## config.mk

```make
export PLATFORM = sky130hd
export DESIGN_NAME = dsp_result_drain
export DESIGN_NICKNAME = d
export VERILOG_FILES = /design/src/rtl/dsp_result_drain.sv
export SDC_FILE = /design/constraint.sdc
export NUM_CORES = 1
export LEC_CHECK = 0
export BUFFER_PORTS_ARGS = -buffer_cell sky130_fd_sc_hd__buf_2
export CAP_MARGIN = 10
export CORE_MARGIN = 10
export CORE_UTILIZATION = 35
export DETAILED_ROUTE_END_ITERATION = 16
export PLACE_DENSITY_LB_ADDON = 0.1
export SETUP_SLACK_MARGIN = 0.1
export SYNTH_ARGS = -nofsm -noshare
export SYNTH_HDL_FRONTEND = slang
export SYNTH_SLANG_ARGS = --single-unit
```

## constraint.sdc

```tcl
create_clock -name clk -period 3.74 [get_ports clk]
set_input_delay 0.187 -clock clk [delete_from_list [all_inputs] [get_ports clk]]
set_output_delay 0.187 -clock clk [all_outputs]
set_load 0.01 [all_outputs]
```

## src/rtl/dsp_result_drain.sv

```systemverilog
// dsp_result_drain
//   Read-side companion to a clock-enabled DSP48A1 register chain. A valid
//   token travels beside the operands through LATENCY CE-gated stages. When
//   the token reaches the last stage, the P result is written into a small
//   FIFO, which drains over a valid/ready stream. The shared pipeline
//   clock-enable is dropped only when a valid result would otherwise land in
//   a full FIFO.
//
// Optional feature: define DSP_DRAIN_STATS_EN to add the stall_cycles and
//   push_count statistics outputs.
//
// Ports
//   clk           rising-edge clock for all state
//   rst           synchronous reset, active low
//   in_valid      operands entering the pipeline this cycle are a real operation
//   p_in          P output of the DSP pipeline
//   ce_out        clock-enable for every DSP pipeline stage
//   out_data      head-of-FIFO result, 0 when out_valid is low
//   out_valid     out_data holds a result
//   out_ready     consumer accepts out_data this cycle
//   count         FIFO occupancy
//   stall_cycles  (stats) cycles out of reset with ce_out low, saturating
//   push_count    (stats) number of captured results, wrapping
module dsp_result_drain #(
    parameter int WIDTH   = 48,
    parameter int LATENCY = 4,
    parameter int DEPTH   = 4
) (
    input  logic                       clk,
    input  logic                       rst,
    input  logic                       in_valid,
    input  logic [WIDTH-1:0]           p_in,
    output logic                       ce_out,
    output logic [WIDTH-1:0]           out_data,
    output logic                       out_valid,
    input  logic                       out_ready,
    output logic [$clog2(DEPTH+1)-1:0] count
`ifdef DSP_DRAIN_STATS_EN
    ,
    output logic [15:0]                stall_cycles,
    output logic [15:0]                push_count
`endif
);

    localparam int PTR_W = $clog2(DEPTH);
    localparam int CNT_W = $clog2(DEPTH+1);

    logic [LATENCY-1:0] tok;
    logic [PTR_W-1:0]   wr_ptr;
    logic [PTR_W-1:0]   rd_ptr;
    logic [WIDTH-1:0]   mem [DEPTH];
    logic               tok_end;
    logic               full;
    logic               push;
    logic               pop;

    assign tok_end = tok[LATENCY-1];
    assign full    = (count == CNT_W'(DEPTH));

    // Stall only when a real result is waiting and there is nowhere to put
    // it. Depends on registered state and rst only, never on out_ready, so a
    // pop in a full cycle still costs one bubble before the pipe resumes.
    assign ce_out    = rst & ~(full & tok_end);
    assign push      = ce_out & tok_end;
    assign out_valid = (count != '0);
    assign pop       = out_valid & out_ready;
    assign out_data  = out_valid ? mem[rd_ptr] : '0;

    always_ff @(posedge clk) begin
        if (!rst) begin
            tok    <= '0;
            wr_ptr <= '0;
            rd_ptr <= '0;
            count  <= '0;
        end else begin
            // The cast keeps the low LATENCY bits, which also covers LATENCY=1.
            if (ce_out) begin
                tok <= LATENCY'({tok, in_valid});
            end
            if (push) begin
                wr_ptr <= wr_ptr + PTR_W'(1);
            end
            if (pop) begin
                rd_ptr <= rd_ptr + PTR_W'(1);
            end
            case ({push, pop})
                2'b10:   count <= count + CNT_W'(1);
                2'b01:   count <= count - CNT_W'(1);
                default: count <= count;
            endcase
        end
    end

    // Storage is not reset; count guards every read.
    always_ff @(posedge clk) begin
        if (push) begin
            mem[wr_ptr] <= p_in;
        end
    end

`ifdef DSP_DRAIN_STATS_EN
    always_ff @(posedge clk) begin
        if (!rst) begin
            stall_cycles <= '0;
            push_count   <= '0;
        end else begin
            if (!ce_out && (stall_cycles != 16'hFFFF)) begin
                stall_cycles <= stall_cycles + 16'd1;
            end
            if (push) begin
                push_count <= push_count + 16'd1;
            end
        end
    end
`endif

endmodule

```

==> flow_summary.json, run 1 <==
{
  "seqPwrFrac": 0.525,
  "tritoncts": "done",
  "setup.worst_path.class": "register to primary output",
  "layout_setup_ws_ns": 0.994,
  "ant_nets": 0,
  "postCtsResizedCells": 0,
  "grt_max_degree": 53,
  "post-cts-setup-buffers": 0,
  "viasPerCell": 4.71,
  "final-hold-violation-count": 0,
  "clk_latency_ns": 0.50,
  "whs_path_depth": 2,
  "drv_cap": 0,
  "report.final.slew_viol_count": 0,
  "worst_ep_arrival_time_ns": 2.56,
  "multi_input_area_um2": 1730,
  "clkSlewWorstSetupHoldPaths_ns": 0.06,
  "regArea_um2": 6030,
  "fin_nets": 601,
  "diodes": 0,
  "setup_violations": 0,
  "cts_buffers": 23,
  "synth_nets": 430,
  "clock-sinks": 205,
  "synth.distinct_cells": 26,
  "r2r_slack_ns": 1.44,
  "fin_crit_ns": 2.75,
  "hold_path_end": "tok[3]",
  "ys_seq_area_frac": 0.766,
  "syn_area_um2": 7870,
  "nFillCells": 1911,
  "pwr_density_cell_nw_per_um2": 481,
  "grt_pass1_wl_um": 25800,
  "worstReg2RegStart": "count[0]",
  "total_leakage_power_nw": 3.41,
  "switchingPower_uw": 923,
  "cp_max_fo": 32,
  "routed-via-count": 3947,
  "wl_um": 16600,
  "drc": 0,
  "tightest_slew_ns": 0.701,
  "synthCells": 372,
  "grt_setup_unrepaired": "no",
  "fmax_ghz": 0.364,
  "min_path_type": "primary input to register",
  "drive_above_1_share": 0.366,
  "hpwl_um": 9900,
  "synth_top_family_by_area": "multiplexers",
  "synth_compound_area_frac": 0.00668,
  "crit_path_end_kind": "primary output",
  "ios": 105,
  "max_slew_margin": 0.533,
  "internal_power_mw": 3.88,
  "grtUsageTotal": 0.116,
  "min_from": "rst",
  "first_pass_iters": 4,
  "setup_tns_ns": 0,
  "globalplace.congestion": 0.686,
  "synth_mux_area_frac": 0.144,
  "io_buffers": 104,
  "post-route-period-util": 0.734,
  "status": "complete, no violations",
  "switching_share": 0.192,
  "cp-start-kind": "register",
  "dieArea_um2": 28900,
  "fp.dieW_um": 170,
  "cp.required_ns": 3.55,
  "num_rows": 54,
  "antenna_found_initial": 0,
  "place_ws_ns": 1.39,
  "clkPwrFrac": 0.439,
  "synth.avg_cell_area_um2": 21.2,
  "cts_buffer_depth": 3,
  "area_growth_pct": 26.9,
  "reg2reg_depth": 4,
  "fin_util": 0.455,
  "initial_utilization": 0.358,
  "synth_fa_ha_area_frac": 0.0105,
  "grt_overflow_total": 0,
  "die_height_um": 170,
  "routedWlPerCell_um": 19.8,
  "ys_ff_latch": 205,
  "yosys_warnings": 0,
  "total_power_mw": 4.80,
  "hold_buffers": 49,
  "drt_iter0_drc": 184,
  "holdWs_ns": 0.0446,
  "rr_endpoint": "mem[2][12]",
  "synth-xor-area-share": 0.00223,
  "htree_num_levels": 1,
  "core_area_um2": 22000,
  "root_buffer": "clkbuf_16",
  "fin_skew_ns": 0.0140,
  "comb_power_share": 0.036,
  "synth_simple_gate_area_frac": 0.0549,
  "grt_pass1_vias": 4507,
  "peakVddDrop_uv": 321
}
[worst max-delay path: stages (launching register included)]
cell	delay [ns]
dfxtp_4	0.79
buf_4	0.37
mux4_2	0.52
nor2b_1	0.17
buf_2	0.19
[synthesized netlist by cell type]
master    count  share of area
nor2b_1      50          0.040
nand2_1      10         0.0048
or4bb_1       1         0.0014
clkbuf_1      9         0.0043
nor3_2        1         0.0013
a21boi_0      1        0.00095
xnor2_1       1         0.0011
buf_6         3         0.0043
fa_1          1         0.0025
buf_2         3         0.0019
a21oi_1       1        0.00064
nor2_1        1        0.00048
ha_1          5         0.0080
edfxtp_1    192           0.73
mux4_2       48           0.14
and2_1        6         0.0048
a21boi_1      1        0.00095
inv_1         8         0.0038
xor2_1        1         0.0011
o21a_1        1        0.00095
dfxtp_1      13          0.033
buf_4         2         0.0019
o21ai_0       5         0.0032
and3_1        1        0.00080
or3_1         2         0.0016
mux2i_1       5         0.0064
[logic make-up (layout without fill, tap and decap cells)]
kind of cell    count (synthesis)  in the layout
buf+inv                        25            211
mux                            53             53
compound gates                  9              9
flops                         205            205
xor+xnor                        2              2
fa+ha+maj                       6              6
simple gates                   72             72
[power groups by stage]
stage / combinational [mW] / sequential [mW] / clock (mW)
CTS: 0.177 / 2.52 / 2.18
detailed placement: 0.134 / 2.57 / 0
floorplan: 0.0628 / 2.56 / 0
finish: 0.172 / 2.52 / 2.11
global placement: 0.131 / 2.57 / 0
global route: 0.191 / 2.52 / 2.27
[area by class of cell]
type,instances,area share
clock inverter,14,0.0117
timing repair buffer,163,0.114
clock buffer,26,0.0598
inverter,8,0.00301
multi-input combinational,142,0.173
sequential,205,0.604
tap,280,0.0351
[state kept, by name, indices dropped and copies added, names as in the netlist, named ones only]
register  count
tok           4
mem         192
wr_ptr        2
rd_ptr        2
count         3
[per-stage QoR]
step / instance area, µm² / cells
floorplan: 7870 / 372
global placement: 8780 / 749
detailed placement: 8780 / 749
CTS: 9990 / 838
global route: 9990 / 838
finish: 9990 / 838
[layout by cell type, fill, tap and decap left out, drive strengths merged, types with 5 or more instances in the layout]
master / n
edfxtp: 192
clkbuf: 26
mux4: 48
buf: 114
dlygate4sd3: 49
clkinv: 12
o21ai: 5
nand2: 10
dfxtp: 13
ha: 5
and2: 6
inv: 8
mux2i: 5
nor2b: 50
[layer usage]
metal	wire length, µm	global-route usage	vias to the layer above
met3	1020	0.0315	26
met1	6900	0.136	1993
met5	0	0	-
li1	-	-	1816
met4	407	0.0351	0
met2	8280	0.202	112
[worst max path at each step]
stage | startpoint | end | slack (ns) | depth (start not counted)
after floorplan | count[0] | mem[0][0] | 1.22 | 3
after detailed placement | count[0] | mem[1][24] | 1.39 | 4
after global routing | register | out_data[5] | 0.78 | 4
after CTS | register | out_data[44] | 0.90 | 4
final | register | out_data[44] | 0.99 | 4
after global placement | register | out_data[44] | 1.45 | 4
Note: power is estimated with default switching activity, not from simulation.
==> run 2, diff against run 1 <==
==> constraint.sdc (replaced) <==
create_clock -name clk -period 2.6 [get_ports clk]
set_input_delay 0.13 -clock clk [delete_from_list [all_inputs] [get_ports clk]]
set_output_delay 0.13 -clock clk [all_outputs]
set_load 0.01 [all_outputs]
==> flow_summary.json, run 2 (synthesis results as in run 1) <==
{
  "diodes": 0,
  "tritoncts": "done",
  "clock-sinks": 205,
  "grt_max_degree": 53,
  "drc": 0,
  "total_leakage_power_nw": 3.43,
  "cp-start-kind": "register",
  "grtUsageTotal": 0.115,
  "die_height_um": 170,
  "drv_cap": 0,
  "postCtsResizedCells": 0,
  "antenna_found_initial": 0,
  "final-hold-violation-count": 0,
  "pwr_density_cell_nw_per_um2": 676,
  "final_common_cell": "edfxtp_1",
  "grt_setup_unrepaired": "no",
  "whs_path_depth": 3,
  "area_growth_pct": 27.1,
  "cp.required_ns": 2.47,
  "fin_crit_ns": 2.21,
  "drive_above_1_share": 0.364,
  "place_ws_ns": 0.464,
  "routed-via-count": 3981,
  "r2r_slack_ns": 0.46,
  "globalplace.congestion": 0.723,
  "clkSlewWorstSetupHoldPaths_ns": 0.06,
  "cts_buffer_depth": 3,
  "viasPerCell": 4.69,
  "routedWlPerCell_um": 19.5,
  "post-route-period-util": 0.849,
  "core_area_um2": 22000,
  "grt_overflow_total": 0,
  "worst_ep_arrival_time_ns": 2.08,
  "initial_utilization": 0.358,
  "setup.worst_path.class": "register to primary output",
  "ios": 105,
  "grt_pass1_wl_um": 25900,
  "crit_path_end_kind": "primary output",
  "htree_num_levels": 1,
  "largest_reg_flops": 192,
  "worstReg2RegStart": "count[0]",
  "drt_iter0_drc": 187,
  "num_rows": 54,
  "fin_nets": 612,
  "wl_um": 16500,
  "report.final.slew_viol_count": 0,
  "max_slew_margin": 0.544,
  "largestRegisters": "mem (192), tok (4), count (3)",
  "clk_latency_ns": 0.49,
  "layout_setup_ws_ns": 0.393,
  "fp.dieW_um": 170,
  "top_register": "mem",
  "rr_endpoint": "count[2]",
  "min_path_type": "primary input to register",
  "setup_tns_ns": 0,
  "fmax_ghz": 0.453,
  "cp_max_fo": 52,
  "reg2reg_depth": 10,
  "tightest_slew_ns": 0.684,
  "io_buffers": 104,
  "root_buffer": "clkbuf_16",
  "fin_skew_ns": 0.00827,
  "ant_nets": 0,
  "cts_buffers": 23,
  "status": "complete, no violations",
  "hpwl_um": 9760,
  "grt_pass1_vias": 4549,
  "min_from": "out_ready",
  "layout_common_cells": "edfxtp_1 (192), buf_2 (104), nor2b_1 (50), dlygate4sd3_1 (50), mux4_2 (48)",
  "first_pass_iters": 4,
  "setup_violations": 0,
  "peakVddDrop_uv": 418,
  "dieArea_um2": 28900
}
==> run 2: changes by cell type in the layout (fill, tap and decap cells not counted) <==
cell / delta
buf_12: -2
bufinv_16: -1
clkinv_1: +2
clkinv_4: +1
clkbuf_1: +4
buf_4: +12
dlygate4sd3_1: +1
clkbuf_8: -1
clkinv_2: -6
==> run 2: timing repair <==
action / 4_1_cts / 5_1_grt
endpoints found under the setup margin: 0 / 5
buffers inserted: 0 / 6
hold endpoints to repair: 194 / 0
hold buffers: 50 / 0
==> run 2: worst max path at each step <==
stage | depth (start not counted) | start | endpoint | slack, ns
global route | 4 | count[2] | out_data[40] | 0.23
finish | 4 | count[2] | out_data[40] | 0.39
CTS | 4 | register | out_data[1] | 0.13
floorplan | 3 | count[0] | mem[0][0] | 0.58
detailed placement | 10 | count[0] | count[2] | 0.46
global placement | 10 | count[0] | count[2] | 0.54
==> run 2: layout make-up <==
cell class / count / area (µm²)
clock buffer: 29 / 598
tap: 280 / 350
sequential: 205 / 6030
multi-input combinational: 142 / 1730
timing repair buffer: 174 / 1200
fill: 1896 / 12000
clock inverter: 10 / 72.6
inverter: 8 / 30.0
==> run 2: stage by stage <==
stage	instance area, µm²	std cells	hold slack, ns	power, mW	util
floorplan	7870	372	0.229	3.78	-
global route	10000	848	0.0514	7.04	0.456
finish	10000	848	0.0376	6.77	0.456
CTS	9960	842	0.0129	6.87	0.454
global placement	8790	753	0.340	3.88	0.400
detailed placement	8790	753	0.346	3.89	0.400
==> run 2: critical path, stage by stage, from the launching register on <==
cell	delay [ns]
dfxtp_1	0.37
nor3_4	0.21
buf_4	0.59
nor2b_1	0.20
buf_2	0.20
==> run 2: routing by layer <==
layer	vias to the layer above	global-route usage	routed length [µm]
li1	1838	-	-
met1	2008	0.140	7060
met2	103	0.198	8100
met3	32	0.0280	889
met4	0	0.0366	462
met5	-	0	0
==> run 2: report_power, final <==
part,switching (mW),internal [mW]
logic,0.121,0.140
registers,0.00557,3.61
clock network,1.17,1.71
==> run 3, diff against run 2 <==
==> constraint.sdc (replaced) <==
create_clock -name clk -period 1.95 [get_ports clk]
set_input_delay 0.0975 -clock clk [delete_from_list [all_inputs] [get_ports clk]]
set_output_delay 0.0975 -clock clk [all_outputs]
set_load 0.01 [all_outputs]
==> flow_summary.json, run 3 (synthesis results as in run 1) <==
{
  "peakVddDrop_uv": 661,
  "htree_num_levels": 1,
  "setup.worst_path.class": "register to primary output",
  "fmax_ghz": 0.476,
  "largest_reg_flops": 192,
  "seqPwrFrac": 0.532,
  "fp.dieW_um": 170,
  "viasPerCell": 4.76,
  "drive_above_1_share": 0.392,
  "io_buffers": 104,
  "antenna_found_initial": 1,
  "drv_cap": 0,
  "drt_iter0_drc": 184,
  "tritoncts": "done",
  "total_leakage_power_nw": 3.55,
  "cp-start-kind": "register",
  "largestRegisters": "mem (192), tok (4), count (3)",
  "max_slew_margin": 0.795,
  "total_power_mw": 9.07,
  "routed-via-count": 4070,
  "setup_tns_ns": -5.43,
  "min_from": "rst",
  "wl_um": 17400,
  "layout_common_cells": "edfxtp_1 (192), buf_2 (103), dlygate4sd3_1 (50), mux4_2 (48), nor2b_1 (46)",
  "worst_ep_arrival_time_ns": 2.00,
  "comb_power_share": 0.043,
  "cts_buffers": 23,
  "final-hold-violation-count": 0,
  "grt_pass1_vias": 4562,
  "cp_max_fo": 7,
  "min_path_type": "primary input to register",
  "ios": 105,
  "violations": "negative setup slack",
  "first_pass_iters": 4,
  "initial_utilization": 0.358,
  "drc": 0,
  "fin_skew_ns": 0.0111,
  "tightest_slew_ns": 0.307,
  "area_growth_pct": 31.7,
  "clk_latency_ns": 0.51,
  "final_common_cell": "edfxtp_1",
  "clkSlewWorstSetupHoldPaths_ns": 0.06,
  "root_buffer": "clkbuf_16",
  "routedWlPerCell_um": 20.3,
  "globalplace.congestion": 0.700,
  "hpwl_um": 10000,
  "post-route-period-util": 1.08,
  "pwr_density_cell_nw_per_um2": 875,
  "internal_power_mw": 7.30,
  "switchingPower_mw": 1.77,
  "dieArea_um2": 28900,
  "grt_max_degree": 53,
  "grt_pass1_wl_um": 26200,
  "clock-sinks": 205,
  "ant_nets": 0,
  "core_area_um2": 22000,
  "switching_share": 0.195,
  "cts_buffer_depth": 3,
  "die_height_um": 170,
  "status": "complete, but fails checks",
  "report.final.slew_viol_count": 0,
  "crit_path_end_kind": "primary output",
  "fin_crit_ns": 2.10,
  "top_register": "mem",
  "grt_setup_unrepaired": "yes",
  "num_rows": 54,
  "layout_setup_ws_ns": -0.149,
  "fin_nets": 620,
  "cp.required_ns": 1.85,
  "grt_overflow_total": 0,
  "clkPwrFrac": 0.425,
  "setup_violations": 48,
  "worstReg2RegStart": "count[2]",
  "grtUsageTotal": 0.119
}
## run 3: routing by layer
layer  wire [µm]  vias up  GRT usage
met2        8530       97      0.199
met1        7550     2085      0.148
met5           0        -          0
li1            -     1860          -
met4         434        0     0.0339
met3         878       28     0.0301
## run 3: what timing repair did
| action | in CTS | in global routing |
|---|---|---|
| setup endpoints to repair | 50 | 50 |
| setup buffers | 7 | 1 |
| endpoints found under the hold margin | 197 | 0 |
| resized for setup | 11 | 8 |
| gates cloned | 3 | 2 |
| hold buffers | 50 | 0 |
| pin swaps | 1 | 2 |
## run 3: path summary, 6_finish.rpt
kind	end	slack [ns]	depth (start not counted)
worst min-delay path	tok[3]	0.04	3
worst max-delay path	out_data[36]	-0.15	5
worst max register to register	count[2]	0.12	9
worst min register to register	tok[1]	0.47	2
## run 3: area by class of cell
| type | instances | area, µm² |
|---|---|---|
| fill | 1875 | 11600 |
| sequential | 205 | 6040 |
| multi-input combinational | 142 | 1760 |
| timing repair buffer | 182 | 1520 |
| clock buffer | 28 | 594 |
| tap | 280 | 350 |
| clock inverter | 9 | 66.3 |
| inverter | 8 | 30.0 |
| antenna | 1 | 2.50 |
## run 3: power by group through the flow
stage | registers (mW) | logic [mW] | clock network (mW)
global placement | 4.91 | 0.266 | 0
detailed placement | 4.91 | 0.276 | 0
global route | 4.82 | 0.426 | 4.13
finish | 4.82 | 0.387 | 3.86
floorplan | 4.92 | 0.122 | 0
CTS | 4.82 | 0.386 | 3.96
## run 3: critical path, stage by stage, from the launching register on
cell and delay, ns:
dfxtp_4 0.42, buf_6 0.13, buf_16 0.13, mux4_2 0.49, nor2b_1 0.16, buf_2 0.16
## run 3: through the flow
stage / worst slack (ns) / instances / hold WS (ns) / util / instance area, µm²
floorplan: 0.137 / 372 / 0.196 / - / 7900
finish: -0.149 / 855 / 0.0431 / 0.472 / 10400
global route: -0.220 / 855 / 0.0625 / 0.472 / 10400
detailed placement: 0.0338 / 754 / 0.314 / 0.407 / 8930
CTS: -0.195 / 851 / 0.0303 / 0.468 / 10300
global placement: 0.104 / 754 / 0.306 / 0.407 / 8930
